[config.mk]
export PLATFORM = sky130hd
export DESIGN_NAME = module_display_scan
export DESIGN_NICKNAME = d
export VERILOG_FILES = /design/src/rtl/module_display_scan_pkg.sv /design/src/rtl/module_display_scan_bcd_7seg.sv /design/src/rtl/module_display_scan.sv
export SDC_FILE = /design/constraint.sdc
export NUM_CORES = 1
export LEC_CHECK = 0
export CAP_MARGIN = 5
export CORE_ASPECT_RATIO = 1.2
export CORE_MARGIN = 3
export CORE_UTILIZATION = 61
export CTS_BUF_LIST = sky130_fd_sc_hd__clkbuf_16
export CTS_CLUSTER_DIAMETER = 150
export DETAILED_ROUTE_END_ITERATION = 10
export DONT_BUFFER_PORTS = 1
export PLACE_DENSITY = 0.77
export SLEW_MARGIN = 20
export SYNTH_ARGS = -nofsm -noshare
export SYNTH_HDL_FRONTEND = slang
export SYNTH_HIERARCHICAL = 1
export SYNTH_SLANG_ARGS = --single-unit
[constraint.sdc]
create_clock -name clk -period 2.48 [get_ports clk]
set_input_delay 0.496 -clock clk [delete_from_list [all_inputs] [get_ports clk]]
set_output_delay 0.496 -clock clk [all_outputs]
set_load 0.1 [all_outputs]
[src/rtl/module_display_scan_pkg.sv]
// Shared types and constants for the two-digit 7-segment scanner.
// Holds the FSM state enum, blank/dash patterns and digit table.
package pkg_display;

  typedef enum logic [1:0] {
    S_UNITS = 2'd0,
    S_GAP_D = 2'd1,
    S_TENS  = 2'd2,
    S_GAP_U = 2'd3
  } state_t;

  localparam logic [6:0] SEG_BLANK = 7'h00;
  localparam logic [6:0] SEG_DASH  = 7'h40;

  // Logical active-high patterns {g,f,e,d,c,b,a} for digits 0..9.
  localparam logic [6:0] DIGIT_PAT [10] = '{
    7'h3F, 7'h06, 7'h5B, 7'h4F, 7'h66,
    7'h6D, 7'h7D, 7'h07, 7'h7F, 7'h6F
  };

endpackage

[src/rtl/module_display_scan_bcd_7seg.sv]
// Combinational BCD to 7-segment decoder (logical, active-high).
// Ports: bcd (4b in), pat (7b {g..a} out); codes above 9 give a dash.
module module_bcd_7seg
  import pkg_display::*;
(
  input  logic [3:0] bcd,
  output logic [6:0] pat
);

  always_comb begin
    pat = SEG_DASH;
    for (int i = 0; i < 10; i++) begin
      if (bcd == 4'(i)) pat = DIGIT_PAT[i];
    end
  end

endmodule

[src/rtl/module_display_scan.sv]
// Two-digit multiplexed 7-segment scanner with guard gaps and LZ blanking.
// Ports: clk, rst (sync high), op_u/op_d (BCD in), an[1:0], seg[6:0] out.
module module_display_scan
  import pkg_display::*;
#(
  parameter int CLK_FREQ_HZ    = 27_000_000,
  parameter int REFRESH_HZ     = 1000,
  parameter bit SEG_ACTIVE_LOW = 1'b1,
  parameter bit AN_ACTIVE_LOW  = 1'b1,
  parameter bit BLANK_LZ       = 1'b1
) (
  input  logic       clk,
  input  logic       rst,
  input  logic [3:0] op_u,
  input  logic [3:0] op_d,
  output logic [1:0] an,
  output logic [6:0] seg
);

  localparam int DIV = CLK_FREQ_HZ / REFRESH_HZ;
  localparam int CW  = (DIV > 2) ? $clog2(DIV) : 1;
  localparam logic [CW-1:0] CNT_MAX = CW'(DIV - 1);
  localparam logic [1:0] AN_OFF =
    AN_ACTIVE_LOW ? 2'b11 : 2'b00;
  localparam logic [6:0] SEG_OFF =
    SEG_ACTIVE_LOW ? ~SEG_BLANK : SEG_BLANK;

  if (DIV < 2) begin : g_bad_div
    $error("module_display_scan: DIV must be >= 2");
  end

  state_t        state_q, state_d;
  logic [CW-1:0] cnt_q, cnt_d;
  logic [3:0]    dig_q, dig_d;
  logic [1:0]    an_q, an_d;
  logic [6:0]    seg_q, seg_d;
  logic [6:0]    pat;
  logic          tick;

  assign tick = (cnt_q == CNT_MAX);

  always_ff @(posedge clk) begin
    if (rst) begin
      state_q <= S_GAP_U;
      cnt_q   <= '0;
      dig_q   <= '0;
      an_q    <= AN_OFF;
      seg_q   <= SEG_OFF;
    end else begin
      state_q <= state_d;
      cnt_q   <= cnt_d;
      dig_q   <= dig_d;
      an_q    <= an_d;
      seg_q   <= seg_d;
    end
  end

  always_comb begin
    state_d = state_q;
    unique case (state_q)
      S_GAP_U: state_d = S_UNITS;
      S_UNITS: if (tick) state_d = S_GAP_D;
      S_GAP_D: state_d = S_TENS;
      S_TENS:  if (tick) state_d = S_GAP_U;
      default: state_d = S_GAP_U;
    endcase
  end

  // Prescaler runs only in display slots; the shadow digit is
  // loaded on the edge that enters each slot.
  always_comb begin
    cnt_d = '0;
    if (state_q == S_UNITS || state_q == S_TENS) begin
      cnt_d = tick ? '0 : cnt_q + 1'b1;
    end
    dig_d = dig_q;
    if (state_d == S_UNITS && state_q != S_UNITS) dig_d = op_u;
    if (state_d == S_TENS && state_q != S_TENS)   dig_d = op_d;
  end

  module_bcd_7seg u_dec (
    .bcd (dig_d),
    .pat (pat)
  );

  // Outputs are computed for the state being entered so that the
  // registered pins line up with state_q.
  always_comb begin
    logic [1:0] an_l;
    logic [6:0] seg_l;
    an_l  = 2'b00;
    seg_l = SEG_BLANK;
    unique case (state_d)
      S_UNITS: begin
        an_l  = 2'b01;
        seg_l = pat;
      end
      S_TENS: begin
        an_l  = 2'b10;
        seg_l = (BLANK_LZ && dig_d == 4'd0) ? SEG_BLANK : pat;
      end
      default: begin
        an_l  = 2'b00;
        seg_l = SEG_BLANK;
      end
    endcase
    an_d  = AN_ACTIVE_LOW  ? ~an_l  : an_l;
    seg_d = SEG_ACTIVE_LOW ? ~seg_l : seg_l;
  end

  assign an  = an_q;
  assign seg = seg_q;

endmodule

# After elaboration in Yosys (flattened, before gate mapping)
# Index checks and enable logic that the tools add are counted.
[classes]
reduce_logical = 8
eq_ne = 15
addsub = 1
mux = 18
bitwise_logic = 3
[ops]
columns = ["op", "n"]
rows = [
  ["2-to-1 mux 7 bit", 11],
  ["equality test 4 x 3 -> 1 bit (second input constant)", 4],
  ["adder 15 x 1 -> 15 bit (second input constant)", 1],
  ["equality test 15 bit (second input constant)", 1],
  ["case mux 7 bit (2 select lines)", 1],
  ["equality test 4 x 2 -> 1 bit (second input constant)", 2],
  ["equality test 4 bit (second input constant)", 2],
  ["2-to-1 mux 4 bit", 2],
  ["case mux 2 bit (4 select lines)", 1],
  ["inverter 7 bit", 1],
  ["equality test 2 bit (second input constant)", 3],
  ["equality test 4 x 1 -> 1 bit (second input constant)", 1],
  ["zero test 2 bit", 2],
  ["zero test 4 bit", 1],
  ["2-to-1 mux 2 bit", 2],
  ["case mux 2 bit (2 select lines)", 1],
  ["OR reduction 3 bit", 1],
  ["equality test 2 x 1 -> 1 bit (second input constant)", 1],
  ["logical AND 1 bit", 2],
  ["!= test 2 bit (second input constant)", 1],
  ["inverter 2 bit", 1],
  ["nonzero test 2 bit", 1],
  ["logical OR 1 bit", 1],
  ["inverter 1 bit", 1],
]
[totals]
word_cells = 50
output_inout_bits = 9
input_bits = 10
register_bits = 30

# Logic depth before layout (Yosys ltp)
# Gate-level depths: netlist of the first run.
[depth]
word_depth = 21
mapped_depth = 9
depth_no_buf = 7

# Hierarchy
# The synthesis of the first run kept the hierarchy.
[modules_own_cells]
columns = ["module", "cells_per_inst", "instances", "seq_area_each_um2", "area_each_um2"]
rows = [
  ["module_display_scan", 130, 1, 600.6, 1308.8],
  ["module_bcd_7seg", 21, 1, 0.0, 168.9],
]

# Worst setup path after synthesis of the first run
# No wires, ideal clock.
[synth_timing]
path_kind = "flip-flop to flip-flop"
from = "register state_q[0]"
to = "register seg_q[3] (netlist: seg[3])"
setup_time_ps = 135
arrival_ps = 1752
synth_period_minus_slack_ps = 1887
setup_slack_ps = 593
n_path_buf = 0
path_stages_with_launch = 8
required_time_ps = 2345
path_cell_list = "dfxtp_1 -> ha_1 -> mux2_2 -> mux2i_1 -> inv_1 -> and3_1 -> nor4_2 -> nand3_1"
[synth_between]
elab_chain_len = 20
elab_cells_between_ends = 38
cone_classes = "eq/ne (14); mux (17); bitwise (1); reduce/logical (6)"
[synth_rtl]
columns = ["element", "line", "source"]
rows = [
  ["from (decl)", "module_display_scan.sv:32", "state_t state_q, state_d;"],
  ["from (signal assigned)", "module_display_scan.sv:50", "state_q <= state_d;"],
  ["equality test 2 bit (tied with other cells)", "module_display_scan.sv:60", "unique case (state_q)"],
  ["case mux 2 bit (4 select lines)", "module_display_scan.sv:60", ""],
  ["zero test 2 bit", "module_display_scan.sv:77", "if (state_d == S_UNITS && state_q != S_UNITS) dig_d = op_u;"],
  ["logical AND 1 bit", "module_display_scan.sv:77", ""],
  ["2-to-1 mux 4 bit", "module_display_scan.sv:77", ""],
  ["2-to-1 mux 4 bit (*)", "module_display_scan.sv:78", "if (state_d == S_TENS && state_q != S_TENS) dig_d = op_d;"],
  ["net dig_d[0]", "module_display_scan.sv:34", "logic [3:0] dig_q, dig_d;"],
  ["zero test 4 bit", "module_display_scan_bcd_7seg.sv:13", "if (bcd == 4'(i)) pat = DIGIT_PAT[i];"],
  ["2-to-1 mux 7 bit (9 in series)", "module_display_scan_bcd_7seg.sv:13", ""],
  ["2-to-1 mux 7 bit (*)", "module_display_scan_bcd_7seg.sv:13", ""],
  ["net pat[3]", "module_display_scan.sv:37", "logic [6:0] pat;"],
  ["2-to-1 mux 7 bit", "module_display_scan.sv:100", "seg_l = (BLANK_LZ && dig_d == 4'd0) ? SEG_BLANK : pat;"],
  ["case mux 7 bit (2 select lines) (*)", "module_display_scan.sv:93", "unique case (state_d)"],
  ["inverter 7 bit (*)", "module_display_scan.sv:108", "seg_d = SEG_ACTIVE_LOW ? ~seg_l : seg_l;"],
  ["to (signal assigned)", "module_display_scan.sv:54", "seg_q <= seg_d;"],
  ["to (decl)", "module_display_scan.sv:36", "logic [6:0] seg_q, seg_d;"],
]
# Mark *: on every way through the listed nets, which the timed path passes. The rest lies on a longest branch.
# A chain may end at the register's enable or synchronous reset.

# Worst setup path in the final report of the first run
# Ends and elaborated chain as after synthesis.

==> impl_metrics.toml, run 1 <==
[outcome]
status = "finished, final reports clean"

[detailed_routing]
wl_per_cell_um = 13.96
wl_mm = 2.709
firstDrtPassIters = 4
ant_nets = 0
first_iter_violations = 25
vias = 1097
route.detailed.drc = 0
routed_via_density = 5.655

[cts]
post_cts_buffers = 0
cts_buffers = 5
root_buffer = "clkbuf_16"
path_clk_slew_ns = 0.05
clock_sinks = 30
ctsResizeCount = 0
cts_max_level = 2
cts_buffer_depth = 2
clk_latency_ns = 0.27
cts_tree = "done"
cts_hold_buf = 0

[setup_path]
worst-setup-path-type = "reg -> reg"
r2r_slack_ns = 0.25
cp.arrival_ns = 2.36
critPathRequiredTime_ns = 2.61
reg2reg_to = "seg[3]$_SDFF_PP1_"
r2r_cells = 7
endpoint_kind = "flop"
startpoint = "state_q[0]$_SDFF_PP1_"
r2r-start = "state_q[0]$_SDFF_PP1_"
crit_path_end = "seg[3]$_SDFF_PP1_"
cp_max_fo = 12
critPathLaunchType = "flop"

[power]
combinationalPowerShare_pct = 34.1
leakagePower_uw = 0.0006275
netSwitchingFraction_pct = 37.82
internal_power_uw = 1047
pwr-share-seq_pct = 32.9
netSwitchingPower_uw = 636.6
vdd_drop_max_uv = 1087
pwr-share-clk_pct = 33.0
p_per_area_nw_per_um2 = 999.6

[floorplan]
rows = 18
dieWidth_um = 50.93
boundaryPins = 19
start_util_pct = 67.64
fp.dieH_um = 59.92
die-area_um2 = 3051
core_area_um2 = 2185

[grt]
use_met2_pct = 39.41
grt_overflow = 0
grt_max_degree = 16
grt_util_met1_pct = 20.31
busiest_layer = "met2"
grt_pass1_wl_mm = 4.802
antenna_found_initial = 0
track_usage_pct = 21.54
grt_pass1_vias = 1137
grtUsageMet3_pct = 8.728

[synth]
ys_ff_latch = 30
avgSynthCellArea_um2 = 9.786
synthArstFlopShare_pct = 0
synth-simple-area-share_pct = 29.97
synth_area_um2 = 1478
yosysSeqAreaShare_pct = 40.64
yosys.area_share.adder_pct = 4.234
synth_top_family_by_area = "simple AND/OR/NAND/NOR gates"
synth-main-ff-cell = "dfxtp_1"
ys_warn_count = 6
synthCells = 151
yosys.area_share.xor_xnor_pct = 7.705
synth_compound_area_share_pct = 6.689
synth.distinct_cells = 41
synth_edf_count = 0
syn-num-nets = 166
muxShareOfSynthArea_pct = 4.996

[sta]
tns_ns = 0
worstMarginPinSlew_ns = 0.4491
rsz0062_at_grt = "no"
drv_slew = 0
fin_skew_ns = 0.003977
finalHoldViolCount = 0
fmax_ghz = 0.4490
fin_crit_sh_pct = 89.80
slew_headroom_pct = 70.06
setup_viol = 0
period_minus_slack_ns = 2.227

[placement]
dp_hpwl_mm = 1.943
port_buffers = 0
place_area_um2 = 1546
routabilityCongestion = 0.7819

[final_layout]
area_delta_synth_final_pct = 13.97
final_common_cell = "dfxtp_1"
nets = 178
antennaDiodeCount = 0
final_layout_size_suffix_gt1_share_pct = 21.34
design_area_um2 = 1684
mostFrequentLayoutCells = "dfxtp_1 (30), nor2_1 (13), nand3_1 (11), buf_4 (11), inv_1 (10)"

[job]
drv_cap = 0

[hold_path]
min_from = "rst"
worstHoldPathType = "in -> reg"
area by class of cell:
class                      instances  area [um^2]
timing repair buffer              11        82.58
sequential                        30        600.6
clock inverter                     3        12.51
fill                             159        500.5
inverter                           9        33.78
multi-input combinational        106        792.0
tap                               30        37.54
clock buffer                       5        125.1
routing by layer:
| layer | share of wire, % | routed length [um] |
|---|---|---|
| met1 | 38 | 1036 |
| met2 | 54 | 1473 |
| met3 | 4.3 | 117 |
| met4 | 3.0 | 81 |
| met5 | 0 | 0 |
Yosys cell counts (2+ instances only):
| master | number | area [um^2] |
|---|---|---|
| xnor2_1 | 9 | 78.83 |
| ha_1 | 5 | 62.56 |
| nor2_2 | 2 | 12.51 |
| mux2_2 | 3 | 33.78 |
| nor2_4 | 8 | 90.09 |
| nor3_1 | 5 | 25.02 |
| buf_2 | 2 | 10.01 |
| inv_1 | 9 | 33.78 |
| nand2_1 | 6 | 22.52 |
| o21a_1 | 2 | 15.01 |
| nor4_1 | 4 | 25.02 |
| nor2b_1 | 3 | 18.77 |
| dfxtp_1 | 30 | 600.6 |
| mux2i_1 | 4 | 40.04 |
| nand4_1 | 4 | 25.02 |
| buf_6 | 2 | 22.52 |
| nor2_1 | 13 | 48.80 |
| xor2_1 | 4 | 35.03 |
| nand3_1 | 11 | 55.05 |
| o22ai_1 | 2 | 12.51 |
| nand4bb_1 | 2 | 22.52 |
| o21bai_1 | 2 | 15.01 |
worst max-delay path: stages (launching register included):
cell	delay (ns)
dfxtp_1	0.35
ha_1	0.30
mux2_2	0.36
mux2i_1	0.22
inv_1	0.23
and3_1	0.26
nor4_2	0.25
nand3_1	0.10
sequential cells by signal (all words and copies together), names as in the netlist:
register / flops
dig_q: 4
seg: 7
an: 2
cnt_q: 15
state_q: 2
cell families (layout without fill, tap and decap cells):
| family | after synthesis | in the layout |
|---|---|---|
| and+or+nand+nor | 68 | 68 |
| DFF | 30 | 30 |
| buffers and inverters | 15 | 28 |
| AOI/OAI and AO/OA | 13 | 13 |
| xor gates and xnor gates | 13 | 13 |
| muxes | 7 | 7 |
| adders and majority gates | 5 | 5 |
worst min path at each step:
stage / to / slack, ns / depth (start not counted)
5_1_grt: dig_q[0]$_SDFF_PP0_ / 0.28 / 1
3_3_place_gp: cnt_q[0]$_SDFF_PP0_ / 0.44 / 1
6_report: dig_q[3]$_SDFF_PP0_ / 0.29 / 1
4_1_cts: dig_q[3]$_SDFF_PP0_ / 0.28 / 1
3_5_place_dp: cnt_q[0]$_SDFF_PP0_ / 0.46 / 1
2_1_floorplan: cnt_q[0]$_SDFF_PP0_ / 0.43 / 1
power by group through the flow:
| stage | combinational [uW] | clock [uW] | sequential, uW |
|---|---|---|---|
| floorplan | 233 | 0 | 821 |
| global placement | 562 | 0 | 561 |
| detailed placement | 572 | 0 | 563 |
| CTS | 576 | 565 | 554 |
| global route | 607 | 593 | 558 |
| finish | 575 | 555 | 554 |
metrics by stage:
step                      util (%)  hold WS, ns  total power, uW  worst slack [ns]  cells
after floorplan                  -       0.4276             1054            0.5927    151
after global placement       70.79       0.4444             1123            0.3888    186
after detailed placement     70.79       0.4645             1136            0.2899    186
after CTS                    77.09       0.2827             1694            0.2475    194
after global routing         77.09       0.2768             1758           0.05526    194
final                        77.09       0.2873             1683            0.2530    194
Note: power is estimated with default switching activity, not from simulation.
==> inputs of run 2 (changes only) <==
- SYNTH_HIERARCHICAL: 1 -> not set
==> run 2 against run 1 <==
  * First-iteration DRC count grew 24%
  * Worst hold slack gained 0.0077 ns
  * Combinational power is essentially flat
  * Flip-flop and latch count is the same
  * Count of clock-buffer cells in the layout is the same
  * Maximum frequency grew 9.5%
  * Largest power group unchanged
==> impl_metrics.toml, run 2 <==
[outcome]
status = "finished, final reports clean"

[sta]
rsz0062_at_grt = "no"
worstMarginPinSlew_ns = 0.5533
drv_slew = 0
slew_headroom_pct = 62.87
period_minus_slack_ns = 2.034
fin_skew_ns = 0.003528
setup_viol = 0
fmax_ghz = 0.4916
tns_ns = 0
finalHoldViolCount = 0
fin_crit_sh_pct = 82.02

[synth]
ys_ff_latch = 30
synth_area_um2 = 1405
synth_area_leaders = "dfxtp_1 (43%), nor2_1 (7.7%), xor2_1 (5.6%)"
yosysTopAreaCellShare_pct = 42.74
ys_warn_count = 0
yosysSeqAreaShare_pct = 42.74
syn-num-nets = 175
avgSynthCellArea_um2 = 8.837
synthArstFlopShare_pct = 0
synth_edf_count = 0
synthCells = 159
synthTopCellsByCount = "dfxtp_1 (30), nor2_1 (29), nand2_1 (15)"
yosysTopAreaCell = "dfxtp_1"
synth.distinct_cells = 37
yosysMostFrequentCell = "dfxtp_1"
synth-main-ff-cell = "dfxtp_1"

[floorplan]
dieWidth_um = 49.81
fp.dieH_um = 58.58
die-area_um2 = 2918
boundaryPins = 19
start_util_pct = 66.37
core_area_um2 = 2117
rows = 18

[final_layout]
antennaDiodeCount = 0
mostFrequentLayoutCells = "dfxtp_1 (30), nor2_1 (29), nand2_1 (15)"
regMostFlops = "cnt_q"
seq_area_um2 = 600.6
nets = 184
multi_input_area_um2 = 733.2
area_delta_synth_final_pct = 14.34
largest_reg_flops = 15
final_layout_size_suffix_gt1_share_pct = 11.24
final_common_cell = "dfxtp_1"
fillers = 170

[power]
pwr-share-seq_pct = 33.1
netSwitchingPower_uw = 637.8
leakagePower_uw = 0.0006183
vdd_drop_max_uv = 987.7
internal_power_uw = 1045
netSwitchingFraction_pct = 37.90
total_power_uw = 1683
combinationalPowerShare_pct = 34.3
pwr-share-clk_pct = 32.5
p_per_area_nw_per_um2 = 1048

[cts]
cts_tree = "done"
clock_sinks = 30
clk_latency_ns = 0.27
path_clk_slew_ns = 0.05
cts_max_level = 2
root_buffer = "clkbuf_16"
cts_buffer_depth = 2
post_cts_buffers = 0
cts_buffers = 5
ctsResizeCount = 0
cts_hold_buf = 0

[grt]
antenna_found_initial = 0
grt_pass1_vias = 1048
grt_max_degree = 16
grt_pass1_wl_mm = 4.678
grt_overflow = 0
track_usage_pct = 21.74

[setup_path]
endpoint_kind = "flop"
r2r_slack_ns = 0.45
cp_max_fo = 9
critPathLaunchType = "flop"
worst-setup-path-type = "reg -> reg"
cp.arrival_ns = 2.18
critPathRequiredTime_ns = 2.62

[detailed_routing]
first_iter_violations = 31
routed_via_density = 5.608
vias = 1116
wl_per_cell_um = 13.66
ant_nets = 0
wl_mm = 2.718
firstDrtPassIters = 4
route.detailed.drc = 0

[placement]
dp_hpwl_mm = 1.986
routabilityCongestion = 0.8210
port_buffers = 0

[job]
drv_cap = 0

[hold_path]
worstHoldPathType = "in -> reg"
==> run 2: critical path, stage by stage, from the launching register on <==
cell and delay [ns]:
dfxtp_1 0.40, ha_1 0.32, mux2_2 0.39, mux2i_4 0.28, a21oi_1 0.14, a221oi_1 0.30, nand2_1 0.08
==> run 2: kinds of logic after synthesis <==
family / count (synthesis) / synth area share, %
adder cells (fa/ha/maj): 6 / 5.343
multiplexers: 6 / 5.254
buffers and inverters: 15 / 5.076
XOR/XNOR: 15 / 9.350
AO/OA/AOI/OAI: 22 / 10.51
AND/OR/NAND/NOR: 65 / 21.73
flip-flops: 30 / 42.74
==> run 2: metrics by stage <==
stage                     instance area, um^2  utilization [%]  std cells  setup WS (ns)  hold slack, ns
after global routing                     1607            75.89        199         0.2784          0.2811
after detailed placement                 1469            69.39        191         0.4648          0.4370
after CTS                                1607            75.89        199         0.4512          0.2877
after global placement                   1469            69.39        191         0.4872          0.4240
final                                    1607            75.89        199         0.4460          0.2950
after floorplan                          1405                -        159         0.6149          0.4126
==> run 2: power by group through the flow <==
stage	Combinational [uW]	Clock (uW)	Sequential, uW
after global routing	612	588	562
after detailed placement	574	0	567
after floorplan	224	0	821
after CTS	577	560	558
final	578	548	558
after global placement	565	0	564
==> run 2: worst paths after layout <==
| check | start | to | depth (start not counted) |
|---|---|---|---|
| worst min register to register | cnt_q[0]$_SDFF_PP0_ | cnt_q[0]$_SDFF_PP0_ | 1 |
| worst max-delay path | state_q[0]$_SDFF_PP1_ | seg[3]$_SDFF_PP1_ | 6 |
| worst max register to register | state_q[0]$_SDFF_PP1_ | seg[3]$_SDFF_PP1_ | 6 |
| worst min-delay path | rst | dig_q[0]$_SDFF_PP0_ | 1 |
==> run 2: area by class of cell <==
cell class / count / area share [%]
well taps: 30 / 2.336
repair buffers: 9 / 4.206
flip-flops and latches: 30 / 37.38
multi-input cells: 114 / 45.64
clock buffers: 5 / 7.788
clock inverters: 3 / 0.7788
inverters: 8 / 1.869
==> run 2: layer usage <==
metal	track usage [%]	part of all wire (%)	vias up
li1	-	-	549
met1	22.63	40	527
met2	38.19	54	36
met3	9.114	4.8	4
met4	9.486	1.1	0
met5	0	0	-
